--- src/rtl/fetch_unit.sv ---
// Instruction fetch stage: owns the PC, streams word fetches over a variable-latency
// request/response port and presents one buffered instruction per cycle to IF/ID.
module fetch_unit #(
  parameter logic [31:0] RESET_PC  = 32'h0000_0000,
  parameter logic [31:0] NOP_INSTR = 32'h0000_0013
) (
  input  logic        clk,
  input  logic        reset,
  input  logic        i_StallF,
  input  logic        i_PCSrcE,
  input  logic [31:0] i_PCTargetE,
  output logic        o_imem_req,
  output logic [31:0] o_imem_addr,
  input  logic        i_imem_ready,
  input  logic        i_imem_rvalid,
  input  logic [31:0] i_imem_rdata,
  output logic [31:0] o_InstrF,
  output logic [31:0] o_PCF,
  output logic [31:0] o_PCPlus4F,
  output logic        o_InstrValidF
);

  typedef struct packed {
    logic [31:0] pc;
    logic [31:0] instr;
  } fent_t;

  logic [31:0] r_pc_req, r_pc_resp;
  logic [1:0]  r_inflight, r_drop, r_cnt;
  fent_t       r_fifo [2];

  logic        w_valid, w_pop, w_rsp, w_push, w_acc;
  logic [2:0]  w_occ;
  logic [1:0]  w_slot;
  logic [31:0] w_target;

  assign w_valid  = (r_cnt != 2'd0);
  assign w_pop    = w_valid & ~i_StallF & ~i_PCSrcE;
  // rvalid with nothing outstanding is a protocol violation and is ignored
  assign w_rsp    = i_imem_rvalid & (r_inflight != 2'd0);
  assign w_push   = w_rsp & (r_drop == 2'd0) & ~i_PCSrcE;
  assign w_occ    = 3'(r_inflight) + 3'(r_cnt) - 3'(w_pop);
  assign w_slot   = r_cnt - 2'(w_pop);
  assign w_target = i_PCTargetE & 32'hFFFF_FFFC;

  assign o_imem_req  = ~reset & ~i_PCSrcE & (w_occ < 3'd2);
  assign o_imem_addr = r_pc_req;
  assign w_acc       = o_imem_req & i_imem_ready;

  assign o_InstrValidF = w_valid;
  assign o_InstrF      = w_valid ? r_fifo[0].instr : NOP_INSTR;
  assign o_PCF         = w_valid ? r_fifo[0].pc    : r_pc_resp;
  assign o_PCPlus4F    = o_PCF + 32'd4;

  always_ff @(posedge clk or posedge reset) begin
    if (reset) begin
      r_pc_req   <= RESET_PC;
      r_pc_resp  <= RESET_PC;
      r_inflight <= 2'd0;
      r_drop     <= 2'd0;
      r_cnt      <= 2'd0;
      r_fifo[0]  <= '0;
      r_fifo[1]  <= '0;
    end else if (i_PCSrcE) begin
      // everything still outstanding after this cycle belongs to the old path
      r_pc_req   <= w_target;
      r_pc_resp  <= w_target;
      r_cnt      <= 2'd0;
      r_inflight <= r_inflight - 2'(w_rsp);
      r_drop     <= r_inflight - 2'(w_rsp);
    end else begin
      if (w_acc)
        r_pc_req <= r_pc_req + 32'd4;
      r_inflight <= r_inflight + 2'(w_acc) - 2'(w_rsp);
      if (w_rsp && r_drop != 2'd0)
        r_drop <= r_drop - 2'd1;
      if (w_push)
        r_pc_resp <= r_pc_resp + 32'd4;
      r_cnt <= r_cnt + 2'(w_push) - 2'(w_pop);
      if (w_pop)
        r_fifo[0] <= r_fifo[1];
      // push lands in the first free slot after this cycle's pop
      if (w_push) begin
        if (w_slot == 2'd0) r_fifo[0] <= '{pc: r_pc_resp, instr: i_imem_rdata};
        else                r_fifo[1] <= '{pc: r_pc_resp, instr: i_imem_rdata};
      end
    end
  end

endmodule
--- config.mk ---
export PLATFORM = sky130hd
export DESIGN_NAME = fetch_unit
export DESIGN_NICKNAME = d
export VERILOG_FILES = /design/src/rtl/fetch_unit.sv
export SDC_FILE = /design/constraint.sdc
export NUM_CORES = 1
export LEC_CHECK = 0
export CAP_MARGIN = 20
export CORE_ASPECT_RATIO = 0.5
export CORE_MARGIN = 2
export CORE_UTILIZATION = 25
export CTS_CLUSTER_DIAMETER = 60
export DETAILED_ROUTE_END_ITERATION = 10
export GPL_ROUTABILITY_DRIVEN = 0
export MAX_ROUTING_LAYER = met4
export PLACE_DENSITY = 0.45
export SYNTH_ARGS = -nofsm -noshare
export SYNTH_HDL_FRONTEND = slang
export SYNTH_SLANG_ARGS = --single-unit
--- constraint.sdc ---
create_clock -name clk -period 6 [get_ports clk]
set_clock_uncertainty 0.15 [all_clocks]
set_input_delay 0.6 -clock clk [delete_from_list [all_inputs] [get_ports clk]]
set_output_delay 0.6 -clock clk [all_outputs]
set_load 0.02 [all_outputs]
* Word-level counts from Yosys, hierarchy flattened
Cells that the tools add are included.
** Operators by class
- Add/sub/neg operators :: 12
- Muxes and demuxes :: 14
- Reductions and logical operators :: 10
- Order comparisons :: 1
- Bitwise gates (word level) :: 12
** Operator list (number)
- $mux W32 :: 6
- $mux W64 :: 3
- $mux W128 :: 1
- $add A32 B3 Y32 const B :: 3
- $reduce_bool A2 Y1 :: 6
- $and A1 B1 Y1 :: 8
- $mux W2 :: 4
- $sub A2 B1 Y2 :: 4
- $add A2 B1 Y2 :: 2
- $logic_not A2 Y1 :: 2
- $not A1 Y1 :: 4
- $add A2 B2 Y3 :: 1
- $lt A3 B2 Y1 const B :: 1
- $reduce_and A3 Y1 :: 1
- $sub A3 B1 Y3 :: 1
- $sub A2 B1 Y2 const B :: 1
- $logic_and A1 B1 Y1 :: 1
** Storage, ports and cells
- Word-level logic and storage cells :: 58
- Output and inout port bits :: 130
- Input port bits :: 70
- Bits in registers :: 198

* Depth between registers and ports, before layout
Gate-level depths: netlist of the first run.
- Depth in word-level cells :: 10
- Gate-level depth with buffers :: 17
- Depth with buffers taken out :: 13

* Least setup slack after synthesis of the first run
OpenSTA, ideal clock, no wires.
- Path type :: input -> register
- Start point :: input port reset
- End point :: register r_inflight[1]
- Arrival time :: 6.387 ns
- Library setup time :: 0.080 ns
- Path slack :: -0.616 ns
- Stages :: 10
- Path buffers :: 1
- Cells stage by stage :: inv_1 > and4_1 > clkbuf_1 > nand2_1 > ha_1 > inv_1 > ha_1 > xnor2_1 > o21ai_0 > xnor2_1
** On the way
- Cells in the longest elaborated chain, start to end :: 7
** RTL lines
- from (decl) :: line 8 : input logic reset,
- $not A1 Y1 :: line 46 : assign o_imem_req = ~reset & ~i_PCSrcE & (w_occ < 3'd2);
- $and A1 B1 Y1 (2 in a row) :: line 46
- $and A1 B1 Y1 :: line 48 : assign w_acc = o_imem_req & i_imem_ready;
- $add A2 B1 Y2 :: line 74 : r_inflight <= r_inflight + 2'(w_acc) - 2'(w_rsp);
- $sub A2 B1 Y2 :: line 74
- $mux W2 :: line 64 : end else if (i_PCSrcE) begin
- to (signal assigned) :: line 69 : r_inflight <= r_inflight - 2'(w_rsp);
- to (signal assigned) :: line 74
- to (decl) :: line 29 : logic [1:0] r_inflight, r_drop, r_cnt;
Every way passes these cells.
A chain may end at the register's enable or synchronous reset.

* Worst setup path in the final report of the first run
- Start point :: register r_cnt[0]
- End point :: output port o_PCPlus4F[19]
** On the way
- Cells in the longest elaborated chain, start to end :: 3
** RTL lines
- from (decl) :: line 29
- from (signal assigned) :: line 79 : r_cnt <= r_cnt + 2'(w_push) - 2'(w_pop);
- $reduce_bool A2 Y1 :: line 37 : assign w_valid = (r_cnt != 2'd0);
- $mux W32 :: line 52 : assign o_PCF = w_valid ? r_fifo[0].pc : r_pc_resp;
- $add A32 B3 Y32 :: line 53 : assign o_PCPlus4F = o_PCF + 32'd4;
- to (decl) :: line 19 : output logic [31:0] o_PCPlus4F,
Every way passes these cells.

==> results.ini, run 1 <==
[timing]
drv_slew=0
slew_headroom=0.285
setup_viol_count_final=0
hold_slack_ns=0.352
min_period_ns=4.81
fin_tns_setup_ns=0
fin_crit_sh=0.801
hold_viol=0
tightest_slew_ns=1.07
max_freq_ghz=0.208
rsz0062_at_grt=false

[detailed_routing]
first_pass_iters=5
routed_wl_um=33300
route.met2.wl_um=16900
drc=0
routed-wl-met3_um=698
met1_length_um=15200
vias=8752
ant_nets=0
top_layer=met4
drtIter0Drc=573
routed_via_density=4.76
post_drt_wl_per_cell_um=18.1

[clock_tree]
post_cts_buffers=0
hold_buffers=0
cts_buffers=17
clkSinkCount=192
root_buffer=clkbuf_16
tritoncts=yes
insertion_delay_ns=0.45
clk_transition_reported_paths_ns=0.07
h-tree-depth=4
ctsResizeCount=0
cts_buffer_depth=2

[min_path]
min_from=r_fifo[46]$_DFFE_PP0P_
hold_path_class=reg -> reg

[global_route]
grt_pass1_wl_um=51500
grt_max_degree=127
grt_pass1_vias=8780
globalRouteOverflowTotal=0
grt_antenna_before_repair=0
grt_util_all_layers=0.156

[pwr]
p_seq_frac=0.383
peakVddDrop_mv=0.151
combinationalPowerShare=0.384
intPower_mw=3.26
switching_share=0.366
leakage_nw=5.82
pwr-share-clk=0.233
p_sw_mw=1.88
p_total_mw=5.13
powerDensity_mw_per_mm2=375

[logic_synthesis]
synth_warnings=0
synthArstFlopShare=1.00
yosysSeqAreaShare=0.451
synthCells=1106
synth_top_flop_cell=dfrtp_1
syn_area_mm2=0.0106
yosysUniqueCellTypes=57
synth.avg_cell_area_um2=9.62
synth_edf_count=0
ys_ff_latch=192

[status]
status=finished clean

[die]
core_region_area_mm2=0.0420
die_x_um=296
num_io_pins=200
die_area_mm2=0.0443
die_height_um=150
initial_core_util=0.254
row_count=53

[cells_and_area]
fin_util=0.326
area_delta_synth_final_pct=28.7
antennaDiodeCount=0
fin_nets=1331
drive_gt1_frac=0.120
multi_input_area_mm2=0.00539
final_cells=1838
nFillCells=4295
final-seq-area_mm2=0.00480

[run]
cap_viol_max_count=0

[setup_path]
arrival_ns=4.06
required_ns=5.25
end_kind=output pin
critPathKind=reg -> out
cp-startpoint=r_cnt[0]$_DFF_PP0_
critPathLaunchType=register
cp_max_fo=30
reg2reg_from=r_cnt[1]$_DFF_PP0_

[place]
placedCellCount=1806
io_buffers=195
dp_hpwl_um=22700

==> layout make-up <==
cell class                 instances  share of cell area
clock buffer                      24              0.0359
clock inverter                     6             0.00767
inverter                          25             0.00722
multi-input combinational        803               0.394
sequential                       192               0.351
tap                              577              0.0527
timing repair buffer             211               0.152
==> cells in the final DEF (no fill, tap or decap), drive strengths merged, types with 25 or more instances in the layout <==
cell	count
nand2	155
a21oi	69
o21ai	75
xnor2	45
clkbuf	25
dfrtp	192
xor2	34
clkdlybuf4s50	195
nand4	25
and3	69
nand3	25
mux2	96
and2	33
==> stage by stage <==
| step | setup slack, ns | cell area, µm² |
|---|---|---|
| after floorplan | 0.888 | 10700 |
| after global placement | 1.62 | 13100 |
| after detailed placement | 1.59 | 13100 |
| after CTS | 1.14 | 13700 |
| after global routing | 0.921 | 13700 |
| final | 1.19 | 13700 |
==> worst max-delay path, stage by stage, from the launching register on <==
cell	delay, ns
dfrtp_1	1.05
o211ai_1	0.27
a22oi_1	0.41
nand3_1	0.55
or3_1	0.55
xnor2_1	0.15
clkdlybuf4s50_1	0.62
==> flip-flops by register name (all words and copies together), names as in the netlist <==
signal,cells
o_imem_addr,30
r_fifo,126
r_pc_resp,30
r_cnt,2
r_drop,2
r_inflight,2
==> cell families (layout without fill, tap and decap cells) <==
family,count (synthesis),count (layout),synth area share
other cells,1,2,0.000352
compound gates,192,192,0.104
simple gates,401,401,0.200
mux,118,118,0.122
xor+xnor,79,79,0.0650
fa+ha+maj,11,11,0.0136
flops,192,192,0.451
buf+inv,112,266,0.0440
==> per-layer routing <==
metal | vias to the layer above | GRT usage
met2 | 104 | 0.263
met1 | 4473 | 0.194
met4 | 0 | 0.0442
met3 | 27 | 0.0242
li1 | 4148 | -
met5 | - | -
==> synth_stat cells (all sizes together), types with 2 or more instances <==
master   number  area, µm²
o21a          3       22.5
nand2       155        582
mux2         96       1080
nor3         13       65.1
nand4        25        163
nor4         10       62.6
o21ai        75        375
buf          20        121
xnor2        45        394
a22oi         4       30.0
or4           4       30.0
o311ai        2       17.5
nor2b         3       18.8
xor2         34        298
nand2b        8       50.1
or3           5       31.3
nor2         24       92.6
a31oi         3       18.8
a21oi        69        345
and4          8       70.1
clkbuf       67        253
dfrtp       192       4800
nor3b         3       22.5
and3         69        432
o211ai       14        105
nand3        25        125
or4bb         2       22.5
ha           10        125
o31ai         3       22.5
inv          25       93.8
and2         33        206
o31a          8       70.1
nand4bb       7       78.8
or3b          2       17.5
a21boi        4       30.0
nor4b         2       30.0
mux2i        22        220
==> path summary, 6_finish.rpt <==
path,to,slack [ns],cells after the start
setup / recovery,o_PCPlus4F[19],1.19,6
hold / removal,r_fifo[46]$_DFFE_PP0P_,0.35,1
setup reg to reg,o_imem_addr[27]$_DFFE_PP0P_,1.69,9
hold reg to reg,r_fifo[46]$_DFFE_PP0P_,0.35,1
max in group asynchronous,r_fifo[81]$_DFFE_PP0N_,3.49,4
min in group asynchronous,o_imem_addr[24]$_DFFE_PP0P_,0.74,3
==> power by group through the flow <==
stage / combinational [mW] / clock (mW) / sequential (mW)
after floorplan: 1.24 / 0 / 1.88
after global placement: 1.96 / 0 / 1.97
after detailed placement: 1.99 / 0 / 1.99
after CTS: 2.00 / 1.24 / 1.96
after global routing: 2.15 / 1.29 / 2.02
final: 1.97 / 1.19 / 1.97
Power figures use the tool's default switching activity.
==> run 2, diff against run 1 <==
--- a/config.mk
+++ b/config.mk
@@ -13,7 +13,7 @@
 export DETAILED_ROUTE_END_ITERATION = 10
 export GPL_ROUTABILITY_DRIVEN = 0
 export MAX_ROUTING_LAYER = met4
-export PLACE_DENSITY = 0.45
+export PLACE_DENSITY = 0.43
 export SYNTH_ARGS = -nofsm -noshare
 export SYNTH_HDL_FRONTEND = slang
 export SYNTH_SLANG_ARGS = --single-unit
==> constraint.sdc (replaced) <==
create_clock -name clk -period 4.81 [get_ports clk]
set_clock_uncertainty 0.15 [all_clocks]
set_input_delay 0.481 -clock clk [delete_from_list [all_inputs] [get_ports clk]]
set_output_delay 0.481 -clock clk [all_outputs]
set_load 0.02 [all_outputs]
==> results.ini, run 2 (synthesis gave the netlist of run 1 again) <==
[pwr]
intPower_mw=4.08  ; was 3.26 mW
powerDensity_mw_per_mm2=471  ; was 375 mW/mm²
peakVddDrop_mv=0.263  ; was 0.151 mV
pwr-share-clk=0.240  ; was 0.233
leakage_nw=5.84  ; was 5.82 nW
p_total_mw=6.47  ; was 5.13 mW
p_seq_frac=0.373  ; was 0.383
p_sw_mw=2.39  ; was 1.88 mW
combinationalPowerShare=0.387  ; was 0.384
switching_share=0.369  ; was 0.366

[clock_tree]
cts_buffers=17  ; unchanged
tritoncts=yes  ; unchanged
clkSinkCount=192  ; unchanged
clk_transition_reported_paths_ns=0.08  ; was 0.07 ns
ctsResizeCount=0  ; unchanged
post_cts_buffers=0  ; unchanged
h-tree-depth=4  ; unchanged
cts_buffer_depth=2  ; unchanged
insertion_delay_ns=0.45  ; about the same
root_buffer=clkbuf_16  ; unchanged
hold_buffers=0  ; unchanged

[die]
initial_core_util=0.254  ; unchanged
die_x_um=296  ; unchanged
num_io_pins=200  ; unchanged
core_region_area_mm2=0.0420  ; unchanged
die_area_mm2=0.0443  ; unchanged
die_height_um=150  ; unchanged
row_count=53  ; unchanged

[setup_path]
critPathKind=reg -> out  ; unchanged
required_ns=4.18  ; was 5.25 ns
reg2reg_from=r_cnt[1]$_DFF_PP0_  ; unchanged
r2r_cells=9  ; unchanged
cp_max_fo=23  ; was 30
critPathLaunchType=register  ; unchanged
arrival_ns=3.78  ; was 4.06 ns
end_kind=output pin  ; unchanged
cp-startpoint=r_cnt[0]$_DFF_PP0_  ; unchanged

[global_route]
globalRouteOverflowTotal=0  ; unchanged
grt_util_all_layers=0.158  ; was 0.156
grt_pass1_wl_um=52300  ; was 51500 µm
grt_antenna_before_repair=0  ; unchanged
grt_max_degree=177  ; was 127
grt_pass1_vias=8793  ; was 8780

[status]
status=finished clean  ; unchanged

[detailed_routing]
drc=0  ; unchanged
routed_via_density=4.73  ; was 4.76
routed_wl_um=34000  ; was 33300 µm
post_drt_wl_per_cell_um=18.4  ; was 18.1 µm
vias=8709  ; was 8752
drtIter0Drc=426  ; was 573
ant_nets=0  ; unchanged
first_pass_iters=5  ; unchanged

[run]
cap_viol_max_count=0  ; unchanged

[cells_and_area]
layout.cells.most_common=clkdlybuf4s50_1  ; unchanged
multi_input_area_mm2=0.00539  ; unchanged
final_cell_mix=clkdlybuf4s50_1, dfrtp_1, nand2_1, mux2_2, o21ai_0  ; unchanged
final-seq-area_mm2=0.00480  ; unchanged
top_register=r_fifo  ; unchanged
area_delta_synth_final_pct=29.2  ; was 28.7%
nFillCells=4240  ; was 4295
drive_gt1_frac=0.126  ; was 0.120
fin_nets=1334  ; was 1331
antennaDiodeCount=0  ; unchanged
largest_reg_flops=126  ; unchanged

[timing]
max_freq_ghz=0.227
fin_tns_setup_ns=0  ; unchanged
slew_headroom=0.279  ; was 0.285
setup_viol_count_final=0  ; unchanged
hold_viol=0  ; unchanged
rsz0062_at_grt=false  ; unchanged
hold_slack_ns=0.346  ; was 0.352 ns
min_period_ns=4.41
fin_crit_sh=0.917
tightest_slew_ns=1.07  ; about the same
drv_slew=0  ; unchanged

[place]
dp_hpwl_um=23400  ; was 22700 µm
io_buffers=195  ; unchanged

[min_path]
hold_path_class=in -> async  ; was reg -> reg

==> run 2: power groups by stage <==
stage,clock network [mW],logic (mW),registers (mW)
floorplan,0,1.54,2.34
finish,1.55,2.50,2.42
global route,1.67,2.74,2.48
global placement,0,2.50,2.42
CTS,1.60,2.55,2.41
detailed placement,0,2.55,2.44
==> run 2: worst paths after layout <==
path | end | slack (ns)
worst min-delay path | o_imem_addr[16]$_DFFE_PP0P_ | 0.35
worst min register to register | r_fifo[1]$_DFFE_PP0P_ | 0.35
max in group asynchronous | r_fifo[68]$_DFFE_PP0N_ | 2.81
worst max-delay path | o_PCPlus4F[20] | 0.40
min in group clk | r_fifo[1]$_DFFE_PP0P_ | 0.35
worst max register to register | o_imem_addr[27]$_DFFE_PP0P_ | 1.06
==> run 2: worst max-delay path, cell delays in order, from the launching register on <==
cell and delay, ns:
dfrtp_1 0.45, nor2_2 0.16, buf_4 0.33, mux2i_1 0.16, inv_1 0.12, ha_1 0.25, nand4_1 0.44, or4_1 0.58
xnor2_1 0.18, clkdlybuf4s50_1 0.63
==> run 2: layer usage <==
layer  vias up  global-route usage  wire [µm]
met5         -                   -          0
met4         0              0.0419        534
met3        32              0.0285       1050
met2       120               0.262      16800
met1      4407               0.200      15600
li1       4150                   -          -
==> run 2: per-stage QoR <==
stage	util	worst slack, ns	instances	cell area [µm²]
2_1_floorplan	-	-0.170	1107	10700
3_3_place_gp	0.313	0.617	1811	13100
3_5_place_dp	0.313	0.479	1811	13100
4_1_cts	0.328	0.279	1843	13800
5_1_grt	0.328	0.182	1843	13800
6_report	0.328	0.400	1843	13800
==> run 2: final cells by class <==
type	count	area share
inverter	25	0.00728
clock inverter	14	0.0137
sequential	192	0.349
timing repair buffer	214	0.153
clock buffer	18	0.0319
tap	577	0.0525
multi-input combinational	803	0.392
==> run 3, diff against run 2 <==
--- a/config.mk
+++ b/config.mk
@@ -6,14 +6,16 @@
 export NUM_CORES = 1
 export LEC_CHECK = 0
 export CAP_MARGIN = 20
+export CELL_PAD_IN_SITES_DETAIL_PLACEMENT = 0
+export CELL_PAD_IN_SITES_GLOBAL_PLACEMENT = 2
 export CORE_ASPECT_RATIO = 0.5
-export CORE_MARGIN = 2
 export CORE_UTILIZATION = 25
 export CTS_CLUSTER_DIAMETER = 60
 export DETAILED_ROUTE_END_ITERATION = 10
 export GPL_ROUTABILITY_DRIVEN = 0
 export MAX_ROUTING_LAYER = met4
-export PLACE_DENSITY = 0.43
+export PLACE_DENSITY = 0.63
+export SKIP_LAST_GASP = 1
 export SYNTH_ARGS = -nofsm -noshare
 export SYNTH_HDL_FRONTEND = slang
 export SYNTH_SLANG_ARGS = --single-unit
==> results.ini, run 3 (synthesis gave the netlist of run 1 again) <==
[setup_path]
endpoint=o_PCPlus4F[19]  ; was o_PCPlus4F[20]
cp-startpoint=r_cnt[0]$_DFF_PP0_  ; unchanged
cp_max_fo=14  ; was 23
max_stage_delay_ns=0.62  ; was 0.63 ns
critPathLaunchType=register  ; unchanged
crit_chain=nor2_2, inv_2, o21ai_0, nand3_1, or3_1, xnor2_1, clkdlybuf4s50_1  ; was nor2_2, buf_4, mux2i_1, inv_1, ha_1, nand4_1, or4_1, xnor2_1, clkdlybuf4s50_1
crit_path_top_delay_cell=clkdlybuf4s50_1  ; unchanged
end_kind=output pin  ; unchanged
required_ns=4.18  ; about the same
critPathBufInv=2  ; was 3
reg2reg_from=r_cnt[1]$_DFF_PP0_  ; unchanged
cp_top_family=simple AND/OR/NAND/NOR gates  ; unchanged
rr_endpoint=o_imem_addr[27]$_DFFE_PP0P_  ; unchanged
rrSetupSlack_ns=0.85  ; was 1.06 ns
crit_cells=7  ; was 9
r2r_cells=10  ; was 9
arrival_ns=3.75  ; was 3.78 ns
critPathKind=reg -> out  ; unchanged

[global_route]
globalRouteOverflowTotal=0  ; unchanged
grt_pass1_wl_um=52800  ; was 52300 µm
grt_antenna_before_repair=1  ; was 0
grt_util_all_layers=0.163  ; was 0.158
grt_max_degree=163  ; was 177
grt_pass1_vias=8790  ; was 8793

[cells_and_area]
layout.cells.most_common=clkdlybuf4s50_1  ; unchanged
top_register=r_fifo  ; unchanged
largest_reg_flops=126  ; unchanged
final_cells=1845  ; was 1843
drive_gt1_frac=0.126  ; about the same
fin_nets=1335  ; was 1334
nFillCells=4314  ; was 4240
final-seq-area_mm2=0.00480  ; unchanged
final_cell_mix=clkdlybuf4s50_1, dfrtp_1, nand2_1, mux2_2, o21ai_0  ; unchanged
multi_input_area_mm2=0.00539  ; unchanged
area_delta_synth_final_pct=28.9  ; was 29.2%

[timing]
min_period_ns=4.38  ; was 4.41 ns
drv_slew=0  ; unchanged
rsz0062_at_grt=false  ; unchanged
tightest_slew_ns=1.03  ; was 1.07 ns
slew_headroom=0.309  ; was 0.279
max_freq_ghz=0.228  ; was 0.227 GHz
fin_tns_setup_ns=0  ; unchanged
hold_viol=0  ; unchanged
fin_crit_sh=0.911  ; was 0.917
setup_viol_count_final=0  ; unchanged

[detailed_routing]
routed_wl_um=33800  ; was 34000 µm
first_pass_iters=5  ; unchanged
drc=0  ; unchanged
ant_nets=0  ; unchanged
post_drt_wl_per_cell_um=18.3  ; was 18.4 µm
drtIter0Drc=563  ; was 426
routed_via_density=4.70  ; was 4.73
vias=8679  ; was 8709

[clock_tree]
ctsResizeCount=0  ; unchanged
root_buffer=clkbuf_16  ; unchanged
cts_buffers=17  ; unchanged
tritoncts=yes  ; unchanged
hold_buffers=0  ; unchanged
h-tree-depth=4  ; unchanged
clk_transition_reported_paths_ns=0.08  ; about the same
cts_buffer_depth=2  ; unchanged
clkSinkCount=192  ; unchanged
insertion_delay_ns=0.45  ; about the same
post_cts_buffers=0  ; unchanged

[die]
row_count=53  ; unchanged
initial_core_util=0.254  ; unchanged
die_x_um=294  ; was 296 µm
die_area_mm2=0.0435  ; was 0.0443 mm²
num_io_pins=200  ; unchanged
core_region_area_mm2=0.0420  ; unchanged
die_height_um=148  ; was 150 µm

[pwr]
peakVddDrop_mv=0.200  ; was 0.263 mV
leakage_nw=5.83  ; was 5.84 nW
powerDensity_mw_per_mm2=464  ; was 471 mW/mm²

[place]
dp_hpwl_um=23200  ; was 23400 µm
io_buffers=195  ; unchanged
placedCellCount=1812  ; was 1811

[min_path]
hold_path_class=reg -> reg  ; was in -> async

[run]
cap_viol_max_count=0  ; unchanged

[status]
status=finished clean  ; unchanged

run 3: changes by cell type in the layout (fill, tap and decap cells not counted), sizes merged:
cell	previous run	this run
clkinv	3	5
inv	25	30
clkbuf	18	17
clkinvlp	7	4
buf	19	20
diode	0	1
bufinv	4	1
run 3: area by class of cell:
| class | instances | share of cell area |
|---|---|---|
| multi-input cells | 803 | 0.393 |
| well taps | 577 | 0.0526 |
| repair buffers | 215 | 0.155 |
| clock inverters | 15 | 0.0110 |
| inverters | 25 | 0.00729 |
| flip-flops and latches | 192 | 0.350 |
| diodes | 1 | 0.000182 |
| clock buffers | 17 | 0.0310 |
run 3: per-layer routing:
layer  global-route usage  vias to the layer above  part of all wire
met5                    -                        -                 0
met4               0.0354                        0             0.013
met3               0.0269                       19             0.029
met2                0.266                      130              0.49
met1                0.211                     4365              0.47
li1                     -                     4165                 -
run 3: power by group:
| part | switching [mW] | internal [mW] |
|---|---|---|
| clock | 0.707 | 0.730 |
| sequential | 0.340 | 2.06 |
| combinational | 1.38 | 1.14 |
| total | 2.43 | 3.94 |
run 3: how the worst min path moves through the flow:
stage / from / to / slack, ns / cells past startpoint
after CTS: r_fifo[50]$_DFFE_PP0P_ / r_fifo[50]$_DFFE_PP0P_ / 0.36 / 1
after detailed placement: r_fifo[43]$_DFFE_PP0P_ / r_fifo[43]$_DFFE_PP0P_ / 0.34 / 1
after global routing: r_fifo[58]$_DFFE_PP0P_ / r_fifo[58]$_DFFE_PP0P_ / 0.36 / 1
after global placement: r_fifo[50]$_DFFE_PP0P_ / r_fifo[50]$_DFFE_PP0P_ / 0.33 / 1
after floorplan: r_fifo[61]$_DFFE_PP0P_ / r_fifo[61]$_DFFE_PP0P_ / 0.32 / 1
final: r_fifo[50]$_DFFE_PP0P_ / r_fifo[50]$_DFFE_PP0P_ / 0.35 / 1
run 3: metrics by stage:
stage               worst slack, ns  hold WS, ns  utilization  power [mW]  area [µm²]
floorplan                    -0.170        0.323            -        3.88       10700
global placement              0.654        0.331        0.313        4.93       13100
detailed placement            0.592        0.338        0.313        4.99       13100
CTS                           0.336        0.355        0.327        6.46       13700
global route                 0.0752        0.364        0.327        6.79       13700
finish                        0.426        0.350        0.327        6.36       13700
